File: src/rtl/imem_boot_loader_if.sv
// Byte-stream and instruction-memory write bundle for the boot loader.
// master = loader side, slave = byte source / memory / CPU side.
interface imem_boot_loader_if #(
  parameter int ADDR_W = 8
) ();
  logic              rx_valid;
  logic [7:0]        rx_data;
  logic              rx_ready;
  logic              imem_we;
  logic [ADDR_W-1:0] imem_addr;
  logic [31:0]       imem_wdata;
  logic              cpu_reset;
  logic              done;
  logic              error;

  modport master (
    input  rx_valid, rx_data,
    output rx_ready, imem_we, imem_addr, imem_wdata, cpu_reset, done, error
  );

  modport slave (
    output rx_valid, rx_data,
    input  rx_ready, imem_we, imem_addr, imem_wdata, cpu_reset, done, error
  );
endinterface

File: src/rtl/imem_boot_loader.sv
// Framed byte-stream program loader: HEADER, N, 4*N little-endian data bytes, CHK.
// Writes words from address 0 and keeps the CPU in reset until a frame checks out.
module imem_boot_loader #(
  parameter int          ADDR_W = 8,
  parameter logic [7:0]  HEADER = 8'hA5
) (
  input  logic                clk_i,
  input  logic                reset_ni,
  imem_boot_loader_if.master  bus
);

  typedef enum logic [2:0] {
    IDLE  = 3'd0,
    COUNT = 3'd1,
    DATA  = 3'd2,
    CHECK = 3'd3,
    DONE  = 3'd4,
    ERROR = 3'd5
  } state_t;

  state_t            state_q, state_d;
  logic [7:0]        n_q, n_d;
  logic [ADDR_W-1:0] word_cnt_q, word_cnt_d;
  logic [1:0]        byte_idx_q, byte_idx_d;
  logic [7:0]        checksum_q, checksum_d;
  logic [23:0]       word_buf_q, word_buf_d;
  logic              imem_we_q, imem_we_d;
  logic [ADDR_W-1:0] imem_addr_q, imem_addr_d;
  logic [31:0]       imem_wdata_q, imem_wdata_d;
  logic              cpu_reset_q, cpu_reset_d;

  logic              rx_ready;
  logic              accept;
  logic [ADDR_W-1:0] last_word;

  // Busy only during the write cycle, so a pending byte simply waits one cycle.
  assign rx_ready  = ~imem_we_q;
  assign accept    = bus.rx_valid && rx_ready;
  // A count of 0 means 256 words; the subtraction wraps to 0xFF naturally.
  assign last_word = ADDR_W'(n_q - 8'd1);

  always_ff @(posedge clk_i or negedge reset_ni) begin
    if (!reset_ni) begin
      state_q      <= IDLE;
      n_q          <= '0;
      word_cnt_q   <= '0;
      byte_idx_q   <= '0;
      checksum_q   <= '0;
      word_buf_q   <= '0;
      imem_we_q    <= 1'b0;
      imem_addr_q  <= '0;
      imem_wdata_q <= '0;
      cpu_reset_q  <= 1'b1;
    end else begin
      state_q      <= state_d;
      n_q          <= n_d;
      word_cnt_q   <= word_cnt_d;
      byte_idx_q   <= byte_idx_d;
      checksum_q   <= checksum_d;
      word_buf_q   <= word_buf_d;
      imem_we_q    <= imem_we_d;
      imem_addr_q  <= imem_addr_d;
      imem_wdata_q <= imem_wdata_d;
      cpu_reset_q  <= cpu_reset_d;
    end
  end

  always_comb begin
    state_d      = state_q;
    n_d          = n_q;
    word_cnt_d   = word_cnt_q;
    byte_idx_d   = byte_idx_q;
    checksum_d   = checksum_q;
    word_buf_d   = word_buf_q;
    imem_we_d    = 1'b0;
    imem_addr_d  = imem_addr_q;
    imem_wdata_d = imem_wdata_q;
    cpu_reset_d  = cpu_reset_q;

    if (accept) begin
      case (state_q)
        IDLE, DONE, ERROR: begin
          if (bus.rx_data == HEADER) begin
            state_d     = COUNT;
            cpu_reset_d = 1'b1;
          end
        end
        COUNT: begin
          state_d    = DATA;
          n_d        = bus.rx_data;
          word_cnt_d = '0;
          byte_idx_d = '0;
          checksum_d = '0;
        end
        DATA: begin
          checksum_d = checksum_q + bus.rx_data;
          byte_idx_d = byte_idx_q + 2'd1;
          if (byte_idx_q == 2'd3) begin
            imem_we_d    = 1'b1;
            imem_addr_d  = word_cnt_q;
            imem_wdata_d = {bus.rx_data, word_buf_q};
            word_cnt_d   = word_cnt_q + 1'b1;
            if (word_cnt_q == last_word) begin
              state_d = CHECK;
            end
          end else begin
            // Bytes shift in from the top so the first byte ends up in bits 7:0.
            word_buf_d = {bus.rx_data, word_buf_q[23:8]};
          end
        end
        CHECK: begin
          if (bus.rx_data == checksum_q) begin
            state_d     = DONE;
            cpu_reset_d = 1'b0;
          end else begin
            state_d = ERROR;
          end
        end
        default: state_d = IDLE;
      endcase
    end
  end

  assign bus.rx_ready   = rx_ready;
  assign bus.imem_we    = imem_we_q;
  assign bus.imem_addr  = imem_addr_q;
  assign bus.imem_wdata = imem_wdata_q;
  assign bus.cpu_reset  = cpu_reset_q;
  assign bus.done       = (state_q == DONE);
  assign bus.error      = (state_q == ERROR);

endmodule

File: src/flat_wrapper.sv
// flat-port wrapper written by rule: the top's interface ports become plain ports
module imem_boot_loader_flat 
#(
  parameter int          ADDR_W = 8,
  parameter logic [7:0]  HEADER = 8'hA5
)
  (clk_i, reset_ni, bus_rx_valid, bus_rx_data, bus_rx_ready, bus_imem_we, bus_imem_addr, bus_imem_wdata, bus_cpu_reset, bus_done, bus_error);
  imem_boot_loader_if #(.ADDR_W(ADDR_W)) bus_i ();
  input  logic clk_i;
  input  logic reset_ni;
  input wire logic [$bits(bus_i.rx_valid)-1:0] bus_rx_valid;
  input wire logic [$bits(bus_i.rx_data)-1:0] bus_rx_data;
  output wire logic [$bits(bus_i.rx_ready)-1:0] bus_rx_ready;
  output wire logic [$bits(bus_i.imem_we)-1:0] bus_imem_we;
  output wire logic [$bits(bus_i.imem_addr)-1:0] bus_imem_addr;
  output wire logic [$bits(bus_i.imem_wdata)-1:0] bus_imem_wdata;
  output wire logic [$bits(bus_i.cpu_reset)-1:0] bus_cpu_reset;
  output wire logic [$bits(bus_i.done)-1:0] bus_done;
  output wire logic [$bits(bus_i.error)-1:0] bus_error;
  assign bus_i.rx_valid = bus_rx_valid;
  assign bus_i.rx_data = bus_rx_data;
  assign bus_rx_ready = bus_i.rx_ready;
  assign bus_imem_we = bus_i.imem_we;
  assign bus_imem_addr = bus_i.imem_addr;
  assign bus_imem_wdata = bus_i.imem_wdata;
  assign bus_cpu_reset = bus_i.cpu_reset;
  assign bus_done = bus_i.done;
  assign bus_error = bus_i.error;
  imem_boot_loader #(.ADDR_W(ADDR_W), .HEADER(HEADER)) u_core (.clk_i(clk_i), .reset_ni(reset_ni), .bus(bus_i));
endmodule
File: config.mk
export PLATFORM = sky130hd
export DESIGN_NAME = imem_boot_loader_flat
export DESIGN_NICKNAME = d
export VERILOG_FILES = /design/src/rtl/imem_boot_loader_if.sv /design/src/rtl/imem_boot_loader.sv /design/src/flat_wrapper.sv
export SDC_FILE = /design/constraint.sdc
export NUM_CORES = 1
export LEC_CHECK = 0
export ABC_AREA = 1
export CAP_MARGIN = 25
export CORE_ASPECT_RATIO = 1.2
export CORE_MARGIN = 2
export CORE_UTILIZATION = 41
export DETAILED_ROUTE_END_ITERATION = 16
export DONT_BUFFER_PORTS = 1
export GPL_ROUTABILITY_DRIVEN = 0
export PLACE_DENSITY_LB_ADDON = 0.3
export SYNTH_ARGS = -nofsm -noshare
export SYNTH_HDL_FRONTEND = slang
export SYNTH_SLANG_ARGS = --single-unit
File: constraint.sdc
create_clock -name clk_i -period 1.85 [get_ports clk_i]
set_input_delay 0.37 -clock clk_i [delete_from_list [all_inputs] [get_ports clk_i]]
set_output_delay 0.37 -clock clk_i [all_outputs]
set_load 0.02 [all_outputs]
== Word-level counts from Yosys, hierarchy flattened ==
Cells that the tools add are included.

* Logic and storage cells: 56
* Register bits: 95
* Output and inout bits: 45

* Bitwise operators: 2
* Equality and inequality tests: 13
* Reduce and logical (&&, ||, !) cells: 12
* $add $sub $neg: 4
* Multiplexer cells: 15

{| class="wikitable"
|+ Operator list
! cell !! number
|-
| 8-bit case mux with 2 select lines || 2
|-
| 8-bit == test || 2
|-
| 3-bit case mux with 4 select lines || 1
|-
| 3-bit 2-to-1 mux || 3
|-
| 3-bit AND reduction || 3
|-
| 8-bit by 1-bit adder with 8-bit output, second input constant || 1
|-
| 8-bit adder || 1
|-
| 8-bit == test, second input constant || 1
|-
| 8-bit 2-to-1 mux || 1
|-
| 2-bit by 1-bit != test with 1-bit output, second input constant || 4
|-
| 4-bit AND reduction || 2
|-
| 8-bit by 1-bit subtractor with 8-bit output, second input constant || 1
|-
| 3-bit by 2-bit == test with 1-bit output, second input constant || 2
|-
| 3-bit == test, second input constant || 2
|-
| 1-bit 2-to-1 mux || 6
|-
| 2-bit case mux with 2 select lines || 1
|-
| 2-bit AND reduction || 2
|-
| 2-bit nonzero test || 2
|-
| 3-bit by 1-bit == test with 1-bit output, second input constant || 1
|-
| 3-bit zero test || 1
|-
| 3-bit OR reduction || 1
|-
| 2-bit by 1-bit adder with 2-bit output, second input constant || 1
|-
| 2-bit == test, second input constant || 1
|-
| 1-bit inverter || 2
|-
| other kinds (2) || 2
|}

== Depth between registers and ports, before layout ==
Gate-level depths: netlist (run 1).

* Depth in word-level cells: 5
* Gate-level depth with buffers: 14

== Worst setup path after synthesis (run 1) ==
OpenSTA, ideal clock, no wires.

* Kind: input-to-reg
* Start: input port bus_rx_data[0]
* End: register u_core.checksum_q[6]
* Arrival: 1569 ps
* Path slack: 158 ps
* Buffers on the path: 0
* Cell stages on the path: 9
* Cells stage by stage: ha_1 > fa_1 > nand3_1 > nand2_1 > nand2_1 > nand2_1 > a21o_1 > o21ai_0 > nand2_1

* Word-level cells in the longest chain between the ends: 2

{| class="wikitable"
|+ Ends and longest elaborated chain
! item !! line !! RTL
|-
| start: declaration || flat_wrapper.sv:12 || <nowiki>input wire logic [$bits(bus_i.rx_data)-1:0] bus_rx_data;</nowiki>
|-
| 8-bit adder || imem_boot_loader.sv:96 || <nowiki>checksum_d = checksum_q + bus.rx_data;</nowiki>
|-
| 8-bit case mux with 2 select lines || imem_boot_loader.sv:81 || <nowiki>case (state_q)</nowiki>
|-
| end signal: assignment || imem_boot_loader.sv:59 || <nowiki>checksum_q <= checksum_d;</nowiki>
|-
| end: declaration || imem_boot_loader.sv:25 || <nowiki>logic [7:0] checksum_q, checksum_d;</nowiki>
|}

No other way between the ends.
A chain may end at the register's enable or synchronous reset.

== Worst setup path in the final report (run 1) ==
* Start: register u_core.checksum_q[0]
* End: register u_core.checksum_q[6]

* Word-level cells in the longest chain between the ends: 2

{| class="wikitable"
|+ Ends and longest elaborated chain
! item !! line
|-
| 8-bit adder || imem_boot_loader.sv:96
|-
| 8-bit case mux with 2 select lines || imem_boot_loader.sv:81
|}

No other way between the ends.

==> results of run 1 <==
area by class of cell:
class                   count  share of cell area
multi-input cells         330               0.348
well taps                 129              0.0328
repair buffers             15              0.0254
inverters                  57              0.0440
flip-flops and latches     95               0.483
clock inverters             6              0.0183
clock buffers              10              0.0485
final timing paths:
path | to | start | slack (ns)
min in group clk_i | u_core.n_q[1]$_DFFE_PN0P_ | bus_rx_data[1] | 0.16
min reg2reg | u_core.bus.imem_wdata[0]$_DFFE_PN0P_ | u_core.word_buf_q[0]$_DFFE_PN0P_ | 0.48
max reg2reg | u_core.checksum_q[6]$_DFFE_PN0P_ | u_core.checksum_q[0]$_DFFE_PN0P_ | 0.12
max | u_core.checksum_q[6]$_DFFE_PN0P_ | u_core.checksum_q[0]$_DFFE_PN0P_ | 0.12
min | u_core.bus.imem_wdata[27]$_DFFE_PN0P_ | reset_ni | -0.28
max in group asynchronous | u_core.word_buf_q[5]$_DFFE_PN0P_ | reset_ni | 1.94
state kept, by name, summed over array words and instances (netlist names), 2 cells and up:
register and flops:
u_core.checksum_q 8, u_core.word_cnt_q 8, u_core.byte_idx_q 2, u_core.word_buf_q 24, u_core.n_q 8, u_core.state_q 3
u_core.bus.imem_addr 8, u_core.bus.imem_wdata 32
power by group through the flow:
stage | combinational (mW) | clock [mW] | sequential [mW]
final | 1.96 | 2.03 | 3.02
after global routing | 2.28 | 2.14 | 3.09
after CTS | 1.86 | 2.08 | 3.01
after detailed placement | 1.85 | 0 | 3.04
after global placement | 1.79 | 0 | 3.03
after floorplan | 1.50 | 0 | 2.93
cells in the final DEF, fill, tap and decap left out, types with 2 or more instances in the layout:
cell type    n
nand2_1    152
dfrtp_1     94
o21ai_0     62
inv_1       50
nor2_1      21
nand3_1     17
buf_4       14
o21ai_1     10
clkbuf_16    9
nor3_1       8
ha_1         8
a21oi_1      7
inv_2        6
nand2_2      6
xor2_1       6
nor2_4       4
xnor2_1      4
o31ai_1      4
nand4_1      4
nor2_8       2
a22o_1       2
ha_4         2
inv_6        2
bufinv_16    2
through the flow:
| stage | area (um^2) | instances |
|---|---|---|
| 2_1_floorplan | 4360 | 498 |
| 3_3_place_gp | 4530 | 623 |
| 3_5_place_dp | 4530 | 623 |
| 4_1_cts | 4860 | 639 |
| 5_1_grt | 4920 | 642 |
| 6_report | 4920 | 642 |
Yosys cell counts (2+ instances only):
master    instances  area (um^2)
buf_2             7         35.0
nand3_1          18         90.1
nor2_1           21         78.8
xor2_1            6         52.6
xnor2_1           4         35.0
ha_1             10          125
o21ai_1           9         45.0
dfrtp_1          94         2350
nand2_2           3         18.8
nor3_1            8         40.0
buf_6             3         33.8
a22o_1            2         17.5
o31ai_1           4         30.0
nand4_1           4         25.0
inv_1            52          195
nor2_8            2         40.0
clkbuf_1          4         15.0
o21ai_0          63          315
nand2_1         155          582
inv_2             4         15.0
nor2_4            4         45.0
a21oi_1           8         40.0
per-layer routing:
layer / vias to the layer above / routed length, um / GRT usage
met3: 8 / 510 / 0.0416
met2: 84 / 4280 / 0.264
met4: 0 / 146 / 0.0831
met5: - / 0 / 0
met1: 1499 / 4130 / 0.217
li1: 1614 / - / -
worst register-to-register path, stage by stage (launching register included):
cell,delay [ns]
dfrtp_1,0.41
ha_4,0.18
fa_2,0.40
nand3_2,0.09
nand2_1,0.07
nand2_2,0.07
nand2_1,0.06
a21o_1,0.18
a21oi_2,0.11
o21ai_1,0.06
nand2_1,0.06
cell families (layout without fill, tap and decap cells):
group,Yosys count,in the layout,share of synthesized area
AND/OR/NAND/NOR,220,220,0.221
flip-flops,95,95,0.545
AO/OA/AOI/OAI,89,89,0.108
buffers and inverters,73,88,0.0717
adder cells (fa/ha/maj),11,11,0.0333
XOR/XNOR,10,10,0.0201
repair_timing:
action	4_1_cts	5_1_grt
buffers inserted	0	3
gates resized for setup	0	12
setup endpoints to repair	0	4
hold endpoints to repair	95	95
==> qor.csv, run 1 <==
metric,value,unit
CTS Buffer Depth,2,
clock sinks,95,
DRT Pass-1 Iters,4,
WS Path Type,reg -> reg,
crit-path max FO,2,
clock power share,0.289,
initial antenna violation count,0,
FMAX,0.578,GHz
H-Tree Level Count,3,
status,"complete, but fails checks",
core area,0.0105,mm^2
Setup-failing EPs final,0,
DR vias,3205,
Row Count,41,
Lkg Pwr,2.46,nW
hold slack,-0.276,ns
failing checks,negative hold slack,
DR iter-0 viols,213,
Most Frequent Cell on Critical Path,nand2_1,
PD cells,1420,mW/mm^2
gr ovfl total,0,
Final min period,1.73,ns
Setup Skew,0.00725,ns
Clock Latency Late Sink,0.34,ns
Peak VDD IR,653,uV
Synth async-reset ratio,1.00,
vias per inst,4.99,
CP Data Arrival Time,2.01,ns
crit-path cells,ha_4 -> fa_2 -> nand3_2 -> nand2_1 -> nand2_2 -> nand2_1 -> a21o_1 -> a21oi_2 -> o21ai_1 -> nand2_1,
Net Sw Power,2.43,mW
DRT antenna net count,0,
Seq pwr share,0.431,
synthesized instance count,498,
CP Buf/Inv Count,0,
footprint of the multi-input gates,0.00171,mm^2
Inserted Clock Buffers,9,
max-slew violations,0,
Syn Area/Cell,8.76,um^2
Cell Int Power,4.58,mW
register bit total from synthesis,95,
post-synthesis cell type count,35,
Hold Crit Class,in -> async,
Register-to-Register Path Depth,10,
switching share of power,0.346,
ys flop type,dfrtp_1,
Slew Limit Headroom,0.778,
CP peak stage delay,0.41,ns
final setup margin,0.120,ns
first-pass GRT wire length,15100,um
# port buffers,0,
CP endpoint kind,register,
Yosys warnings,0,
"Seq/Total Area, Yosys",0.545,
Area Growth Syn to Fin,12.9,%
Root Driver,clkbuf_16,
Syn Nets,520,
Final Cycle Share,0.935,
# fillers,1003,
largest net degree at the start of global routing,96,
total wire length,9070,um
"worst slack, placed",0.0208,ns
DRC errors left,0,
vias in the first global route,3113,
cell depth of the worst setup path,10,
All-Layer GR Usage,0.167,
initial core utilization,0.417,
chip width,98.1,um
Synth Cell Area,0.00436,mm^2
"CP delay by family, top",adder cells,
share of cells above drive strength 1,0.113,
final hold violation count,95,
critical path launch point type,register,
Die H,117,um
I/O pin total,56,
CTS tree,built,
max capacitance violation total,0,
"EDFF count, synth",0,
setup TNS,0,ns
# nets final,530,
final core occ,0.470,
Tot Pwr,7.01,mW
n_diodes,0,
wire per inst,14.1,um
DIE AREA,0.0115,mm^2
register area,0.00238,mm^2
Slew @ Worst Pin,0.333,ns
DP Wirelength,6370,um
RSZ-0062 raised after global routing,no,
CP max stage cell,dfrtp_1,
Logic pwr share,0.280,
required time of the critical path,2.13,ns
Clock Pin Slew Worst Setup and Hold Paths,0.07,ns
Power figures use the tool's default switching activity.
==> run 2: changes to the inputs <==
--- a/config.mk
+++ b/config.mk
@@ -13,6 +13,7 @@
 export DETAILED_ROUTE_END_ITERATION = 16
 export DONT_BUFFER_PORTS = 1
 export GPL_ROUTABILITY_DRIVEN = 0
+export HOLD_SLACK_MARGIN = 0.08
 export PLACE_DENSITY_LB_ADDON = 0.3
 export SYNTH_ARGS = -nofsm -noshare
 export SYNTH_HDL_FRONTEND = slang
==> results of run 2 <==
Same layout as run 1: the final DEF is identical, and so are final timing and power.
==> run 3: changes to the inputs <==
--- a/config.mk
+++ b/config.mk
@@ -8,7 +8,6 @@
 export ABC_AREA = 1
 export CAP_MARGIN = 25
 export CORE_ASPECT_RATIO = 1.2
-export CORE_MARGIN = 2
 export CORE_UTILIZATION = 41
 export DETAILED_ROUTE_END_ITERATION = 16
 export DONT_BUFFER_PORTS = 1
==> qor.csv, run 3 (synthesized netlist as in run 1, its figures left out) <==
metric,value,unit,change
Final Cell Area,0.00489,mm^2,-0.69%
FF-to-FF Start,u_core.checksum_q[0]$_DFFE_PN0P_,,
DRT antenna net count,0,,unchanged
Clock Pin Slew Worst Setup and Hold Paths,0.07,ns,about the same
Slew @ Worst Pin,0.397,ns,+0.0643 ns
status,"complete, but fails checks",,
PD cells,1390,mW/mm^2,-2.2%
Setup-failing EPs final,0,,unchanged
crit-path cells,ha_2 -> fa_2 -> nand3_1 -> nand2_1 -> nand2_1 -> nand2_1 -> a21o_1 -> a21oi_1 -> o21ai_1 -> nand2_1,,
Row Count,40,,-2.4%
I/O pin total,56,,unchanged
final hold violation count,95,,unchanged
Net Sw Power,2.41,mW,-0.86%
FMAX,0.585,GHz,+1.3%
Setup Skew,0.00706,ns,-0.000186 ns
hold slack,-0.278,ns,-0.00210 ns
worst r2r dst,u_core.checksum_q[6]$_DFFE_PN0P_,,
DR iter-0 viols,143,,-33%
H-Tree Level Count,3,,unchanged
Slew Limit Headroom,0.735,,-0.0429
largest net degree at the start of global routing,96,,unchanged
CTS tree,built,,
vias in the first global route,3024,,-2.9%
clock power share,0.271,,-0.018
DRC errors left,0,,unchanged
R2R setup slack,0.14,ns,+0.02 ns
gr ovfl total,0,,unchanged
Largest register FFs,32,,unchanged
CP endpoint kind,register,,
# port buffers,0,,unchanged
max capacitance violation total,0,,unchanged
core area,0.0102,mm^2,-2.9%
Logic pwr share,0.285,,+0.005
share of cells above drive strength 1,0.111,,-0.00195
required time of the critical path,2.13,ns,about the same
CTS Buffer Depth,2,,unchanged
Cell Int Power,4.40,mW,-3.9%
"most common cell after layout, fill and taps aside",nand2_1,,
Tot Pwr,6.81,mW,-2.9%
Root Driver,clkbuf_16,,
most frequent cells in the layout,"nand2_1 (153), dfrtp_1 (94), o21ai_0 (61)",,
Lkg Pwr,2.45,nW,-0.20%
Register-to-Register Path Depth,10,,unchanged
initial core utilization,0.429,,+0.0125
DIE AREA,0.0111,mm^2,-3.7%
switching share of power,0.353,,+0.00710
failing checks,negative hold slack,,
critical path launch point type,register,,
WS Path Type,reg -> reg,,
DP Wirelength,6170,um,-3.0%
Hold Crit Class,in -> async,,
first-pass GRT wire length,14400,um,-4.7%
crit-path max FO,2,,unchanged
Inserted Clock Buffers,9,,unchanged
Die H,115,um,-1.7%
vias per inst,4.90,,-1.9%
DR vias,3131,,-2.3%
clock sinks,95,,unchanged
Clock Latency Late Sink,0.34,ns,about the same
Area Growth Syn to Fin,12.1,%,
All-Layer GR Usage,0.171,,+0.00456
DRT Pass-1 Iters,7,,+3
setup TNS,0,ns,unchanged
Seq pwr share,0.443,,+0.012
CP peak stage delay,0.38,ns,-0.03 ns
Final Cycle Share,0.923,,-0.0118
Final min period,1.71,ns,-0.0218 ns
total wire length,8760,um,-3.4%
CP max stage cell,dfrtp_1,,
initial antenna violation count,0,,unchanged
wire per inst,13.7,um,-2.9%
Most Frequent Cell on Critical Path,nand2_1,,
# nets final,530,,unchanged
CP Data Arrival Time,1.99,ns,-0.02 ns
chip width,96.1,um,-2.0%
Placement Cell Area,0.00454,mm^2,+0.19%
max-slew violations,0,,unchanged
Peak VDD IR,568,uV,-13%
n_diodes,0,,unchanged
==> run 3: worst max-delay path by stage <==
stage	startpoint	endpoint	cells past startpoint
final	u_core.checksum_q[0]$_DFFE_PN0P_	u_core.checksum_q[6]$_DFFE_PN0P_	10
after global routing	u_core.n_q[1]$_DFFE_PN0P_	u_core.state_q[1]$_DFFE_PN0P_	14
after CTS	u_core.checksum_q[0]$_DFFE_PN0P_	u_core.checksum_q[6]$_DFFE_PN0P_	10
after detailed placement	bus_rx_data[0]	u_core.checksum_q[6]$_DFFE_PN0P_	9
after global placement	bus_rx_data[0]	u_core.checksum_q[6]$_DFFE_PN0P_	9
after floorplan	bus_rx_data[0]	u_core.checksum_q[6]$_DFFE_PN0P_	9
==> run 3: worst max-delay path: cells and delay by family, from the launching register on <==
kind            cells  cell delay (ns)
compound gates      3             0.35
fa+ha+maj           2             0.54
flops               1             0.38
simple gates        5             0.38
==> run 3: metrics by stage <==
step / std cells / setup WS, ns / hold slack (ns) / utilization
after global placement: 620 / 0.0898 / 0.0792 / 0.447
final: 639 / 0.142 / -0.278 / 0.481
after global routing: 639 / -0.00138 / -0.287 / 0.481
after CTS: 636 / 0.0560 / -0.288 / 0.476
after floorplan: 498 / 0.158 / 0.0744 / -
after detailed placement: 620 / 0.0542 / 0.0793 / 0.447
==> run 3: power groups by stage <==
stage	Sequential [mW]	Clock (mW)	Combinational [mW]
2_1_floorplan	2.93	0	1.50
3_3_place_gp	3.03	0	1.77
3_5_place_dp	3.05	0	1.82
4_1_cts	3.02	1.89	1.83
5_1_grt	3.09	1.98	2.27
6_report	3.02	1.85	1.94
==> run 3: layout make-up <==
| type | instances | area, um^2 |
|---|---|---|
| Fill cell | 985 | 5270 |
| Sequential cell | 95 | 2380 |
| Multi-Input combinational cell | 330 | 1700 |
| Clock buffer | 10 | 229 |
| Inverter | 57 | 216 |
| Tap cell | 126 | 158 |
| Timing Repair Buffer | 15 | 138 |
| Clock inverter | 6 | 68.8 |
==> run 3: repair_timing <==
| item | 4_1_cts | 5_1_grt |
|---|---|---|
| gates resized for setup | 0 | 12 |
| endpoints found under the setup margin | 0 | 5 |
| hold endpoints to repair | 95 | 95 |
| buffers inserted | 0 | 3 |
==> run 3: per-layer routing <==
metal / track usage / vias up / wire length (um)
li1: - / 1610 / -
met1: 0.229 / 1455 / 4010
met2: 0.259 / 54 / 4060
met3: 0.0423 / 12 / 513
met4: 0.0836 / 0 / 172
met5: 0 / - / 0
